--- src/rtl/sub_operand_sequencer.sv ---
// sub_operand_sequencer
//   Issue stage in front of a pipelined subtractor. Accepts an operand pair
//   over a valid/ready handshake and holds it on the subtractor inputs for
//   the settle window. It then captures the returned difference, adds
//   borrow/zero flags, and offers the result downstream over a second
//   valid/ready handshake.
//
// Ports
//   clk, rst             clock, asynchronous active-high reset
//   in_valid/in_ready    upstream handshake for the operand pair
//   in_a, in_b           minuend / subtrahend
//   sub_din1, sub_din2   operands held on the subtractor inputs
//   sub_dout             difference returned by the subtractor
//   out_valid/out_ready  downstream handshake for the result
//   out_diff             captured difference
//   out_borrow           in_a < in_b (unsigned)
//   out_zero             out_diff == 0
module sub_operand_sequencer #(
  parameter int DWIDTH        = 8,
  parameter int SETTLE_CYCLES = 1
) (
  input  logic              clk,
  input  logic              rst,
  input  logic              in_valid,
  output logic              in_ready,
  input  logic [DWIDTH-1:0] in_a,
  input  logic [DWIDTH-1:0] in_b,
  output logic [DWIDTH-1:0] sub_din1,
  output logic [DWIDTH-1:0] sub_din2,
  input  logic [DWIDTH-1:0] sub_dout,
  output logic              out_valid,
  input  logic              out_ready,
  output logic [DWIDTH-1:0] out_diff,
  output logic              out_borrow,
  output logic              out_zero
);

  typedef enum logic [1:0] {
    IDLE = 2'd0,
    WAIT = 2'd1,
    DONE = 2'd2
  } state_t;

  localparam logic [3:0] SETTLE_LD = 4'(SETTLE_CYCLES);

  state_t            state_r, state_nxt_s;
  logic [3:0]        cnt_r, cnt_nxt_s;
  logic [DWIDTH-1:0] din1_r, din1_nxt_s;
  logic [DWIDTH-1:0] din2_r, din2_nxt_s;
  logic              borrow_hold_r, borrow_hold_nxt_s;
  logic              valid_r, valid_nxt_s;
  logic [DWIDTH-1:0] diff_r, diff_nxt_s;
  logic              borrow_r, borrow_nxt_s;
  logic              zero_r, zero_nxt_s;
  logic              in_ready_s;

  // State and datapath registers; async reset discards any in-flight op.
  always_ff @(posedge clk or posedge rst) begin
    if (rst) begin
      state_r       <= IDLE;
      cnt_r         <= 4'd0;
      din1_r        <= {DWIDTH{1'b0}};
      din2_r        <= {DWIDTH{1'b0}};
      borrow_hold_r <= 1'b0;
      valid_r       <= 1'b0;
      diff_r        <= {DWIDTH{1'b0}};
      borrow_r      <= 1'b0;
      zero_r        <= 1'b0;
    end else begin
      state_r       <= state_nxt_s;
      cnt_r         <= cnt_nxt_s;
      din1_r        <= din1_nxt_s;
      din2_r        <= din2_nxt_s;
      borrow_hold_r <= borrow_hold_nxt_s;
      valid_r       <= valid_nxt_s;
      diff_r        <= diff_nxt_s;
      borrow_r      <= borrow_nxt_s;
      zero_r        <= zero_nxt_s;
    end
  end

  // Next-state, settle countdown, result capture and operand launch.
  always_comb begin
    state_nxt_s       = state_r;
    cnt_nxt_s         = cnt_r;
    din1_nxt_s        = din1_r;
    din2_nxt_s        = din2_r;
    borrow_hold_nxt_s = borrow_hold_r;
    valid_nxt_s       = valid_r;
    diff_nxt_s        = diff_r;
    borrow_nxt_s      = borrow_r;
    zero_nxt_s        = zero_r;
    in_ready_s        = 1'b0;

    case (state_r)
      IDLE: begin
        in_ready_s = 1'b1;
      end
      WAIT: begin
        if (cnt_r != 4'd0) begin
          cnt_nxt_s = cnt_r - 4'd1;
        end else begin
          diff_nxt_s   = sub_dout;
          zero_nxt_s   = (sub_dout == {DWIDTH{1'b0}});
          borrow_nxt_s = borrow_hold_r;
          valid_nxt_s  = 1'b1;
          state_nxt_s  = DONE;
        end
      end
      DONE: begin
        // Retiring frees the block this same cycle, so a waiting pair can
        // launch on the retiring edge (combinational from out_ready only).
        if (out_ready) begin
          in_ready_s  = 1'b1;
          valid_nxt_s = 1'b0;
          state_nxt_s = IDLE;
        end else begin
          in_ready_s  = 1'b0;
        end
      end
      default: begin
        valid_nxt_s = 1'b0;
        state_nxt_s = IDLE;
      end
    endcase

    // Launch overrides the IDLE return chosen above when a pair is waiting.
    if (in_valid && in_ready_s) begin
      din1_nxt_s        = in_a;
      din2_nxt_s        = in_b;
      borrow_hold_nxt_s = (in_a < in_b);
      cnt_nxt_s         = SETTLE_LD;
      state_nxt_s       = WAIT;
    end else begin
      din1_nxt_s        = din1_nxt_s;
    end
  end

  assign in_ready   = in_ready_s;
  assign sub_din1   = din1_r;
  assign sub_din2   = din2_r;
  assign out_valid  = valid_r;
  assign out_diff   = diff_r;
  assign out_borrow = borrow_r;
  assign out_zero   = zero_r;

endmodule

--- config.mk ---
export PLATFORM = sky130hd
export DESIGN_NAME = sub_operand_sequencer
export DESIGN_NICKNAME = d
export VERILOG_FILES = /design/src/rtl/sub_operand_sequencer.sv
export SDC_FILE = /design/constraint.sdc
export NUM_CORES = 1
export LEC_CHECK = 0
export ABC_AREA = 0
export BUFFER_PORTS_ARGS = -buffer_cell sky130_fd_sc_hd__clkbuf_2
export CAP_MARGIN = 0
export CORE_ASPECT_RATIO = 0.6
export CORE_UTILIZATION = 30
export DETAILED_ROUTE_END_ITERATION = 6
export PLACE_DENSITY = 0.61
export SKIP_LAST_GASP = 1
export SLEW_MARGIN = 20
export SYNTH_ARGS = -nofsm -noshare
export SYNTH_HDL_FRONTEND = slang
export SYNTH_SLANG_ARGS = --single-unit
--- constraint.sdc ---
create_clock -name clk -period 3.51 [get_ports clk]
set_input_delay 0.702 -clock clk [delete_from_list [all_inputs] [get_ports clk]]
set_output_delay 0.702 -clock clk [all_outputs]
set_load 0.005 [all_outputs]
==> results.cfg <==
[status]
status = completed

[timing]
finalMaxSlewViolations = 0
tightest_slew_ns = 0.915
fmax_mhz = 467
skew_ns = 0.00488
hold_ws_ns = 0.490
finalHoldViolCount = 0
rsz0062_at_grt = no
timing.slew.headroom_pct = 38.7
min_period_over_period_pct = 61.1
setup_viol = 0
finalCriticalPeriod_ns = 2.14
fin_setup_tns_ns = 0

[worst_setup_path]
crit_chain = inv_1 > ha_1 > or3b_4 > or3_1 > mux2_4
cpMaxStageDelayCell = or3_1
critical_path_class = reg2reg
critPathMaxFanout = 13
cp.required_ns = 3.67
arrival_ns = 2.31
crit_family = simple AND/OR/NAND/NOR gates
cp-start-kind = register
endpoint_kind = register
timing.critical_path.buf_inv = 1
slowest_delay_ns = 0.59

[clock_tree]
clk_pin_slew_ns = 0.07
htree_levels = 2
clkSinkCount = 34
hold_buffers = 0
numCtsBuffers = 5
cts_tree = built
clk_path_buf_depth = 2
post_cts_buffers = 0
insertion_delay_ns = 0.28
cts_root_buffer = clkbuf_8
cts_resized = 0

[place]
hpwl_um = 2400
placedCellCount = 244
place_congestion = 0.688
io_buffers = 55
placed_cell_area_um2 = 1880

[die]
fp.coreArea_um2 = 4780
die_w_um = 94.9
io-pin-count = 56
start_util_pct = 32.5
fp.dieH_um = 57.7
num_rows = 19
die_area_um2 = 5480

[power]
ir_drop_v = 0.000346
power.total_uw = 1690
power_leakage_uw = 0.00104
cellPowerDensity_nw_per_um2 = 847

[global_route]
grt-busiest-layer = met2
grt_use_met3_pct = 5.38
met2_usage_pct = 18.2
grt_pass1_vias = 1156
grt_start_max_net_pins = 27
grt_pass1_wl_um = 5180
grt_util_met1_pct = 17.3
gr-usage-all-layers_pct = 12.5
antenna_found_initial = 0
grt_overflow = 0

[logic_synthesis]
yosysTopAreaCell = dfrtp_1
synth_most_common_cell = dfrtp_1
synth_area_per_cell_um2 = 12.1
async_flop_share_pct = 100
ys_top_cells_by_area = dfrtp_1 55%, mux2_2 9.4%, ha_1 7.3%, mux2_4 5.8%, nand2_1 3.6%
synth_common_cells = 34 x dfrtp_1, 15 x nand2_1, 13 x mux2_2, 12 x inv_1, 11 x o21ai_0
ys.flop_type = dfrtp_1
synth-seq-cells = 34
ys_seq_area_share_pct = 54.8
syn_area_um2 = 1550
ys_types = 27
synth_fp_nets = 165
synth-edff-count = 0
synth_top_cell_area_share_pct = 54.8
synthCells = 128
yosysWarnings = 0

[detailed_routing]
drtAntennaViolNets = 0
first_iter_violations = 30
wl_per_cell_um = 12.0
vias = 1100
drc = 0
wl_um = 3020
drt_pre_antenna_iters = 4
vias_per_cell = 4.37

[layout]
fin_area_um2 = 1990
n_antenna_cell = 0
finalNonFillerCells = 252
layout-drive-gt1-share_pct = 45.0
area_growth_syn_to_layout_pct = 28.2
nNetsFinal = 225

[job]
maxCapViolations = 0

[hold_path]
hold_class = in2async
[path summary, 6_finish.rpt]
check | startpoint | endpoint | slack (ns) | cells after the start
worst max-delay path | cnt_r[0] | out_diff[1] | 1.37 | 5
worst min-delay path | rst | sub_din2[4] | 0.49 | 2
worst max register to register | cnt_r[0] | out_diff[1] | 1.37 | 5
worst min register to register | sub_din2[5] | sub_din2[5] | 0.49 | 2
max in group asynchronous | rst | out_diff[6] | 2.44 | 3
min in group clk | sub_din2[5] | sub_din2[5] | 0.49 | 2
[placed cells by master, fill, tap and decap left out, drive strengths merged]
| cell | n |
|---|---|
| o22ai | 1 |
| nor4 | 2 |
| nor3b | 1 |
| or3 | 1 |
| or3b | 1 |
| nor2 | 3 |
| buf | 2 |
| nor2b | 1 |
| o211ai | 2 |
| dfrtp | 34 |
| a22o | 1 |
| xor2 | 2 |
| clkinv | 3 |
| clkbuf | 60 |
| mux2 | 19 |
| ha | 9 |
| nand3 | 2 |
| a21oi | 3 |
| o21a | 1 |
| o21ai | 11 |
| inv | 11 |
| nor3 | 1 |
| o31ai | 1 |
| a2111oi | 1 |
| nand2 | 15 |
| bufinv | 1 |
[sequential cells by signal, indices dropped and copies added (netlist names)]
name / flops
sub_din2: 8
out_diff: 8
cnt_r: 4
borrow_hold_r: 1
out_valid: 1
out_borrow: 1
out_zero: 1
sub_din1: 8
state_r: 2
[layout make-up]
class / count / area, um^2
clock buffers: 5 / 68.8
inverters: 12 / 45.0
multi-input cells: 78 / 617
clock inverters: 3 / 40.0
flip-flops and latches: 34 / 851
well taps: 63 / 78.8
repair buffers: 57 / 290
fillers: 472 / 2790
[kinds of logic (layout without fill, tap and decap cells)]
logic type | count (synthesis) | in the layout | share of synthesized area [%]
xor gates and xnor gates | 2 | 2 | 1.13
AOI/OAI and AO/OA | 21 | 21 | 7.98
and+or+nand+nor | 27 | 27 | 8.14
buffers and inverters | 16 | 77 | 5.48
DFF | 34 | 34 | 54.8
adders and majority gates | 9 | 9 | 7.25
muxes | 19 | 19 | 15.2
[stage by stage]
stage	worst slack, ns	utilization (%)
floorplan	1.56	-
global placement	1.23	39.4
detailed placement	1.22	39.4
CTS	1.37	41.7
global route	1.28	41.7
finish	1.37	41.7
[per-layer routing]
layer | up-vias | part of all wire [%]
li1 | 557 | -
met1 | 505 | 52
met2 | 36 | 40
met3 | 2 | 7.8
met4 | 0 | 0.33
met5 | - | 0
[report_power, final]
group          internal, uW  switching, uW
Sequential              589            113
Clock                   209            137
Combinational           354            285
Total                  1150            535
[worst reg2reg max path: stages (launching register included)]
cell and delay [ns]:
dfrtp_1 0.39, inv_1 0.11, ha_1 0.15, or3b_4 0.39, or3_1 0.59, mux2_4 0.40
Power figures use the tool's default switching activity.
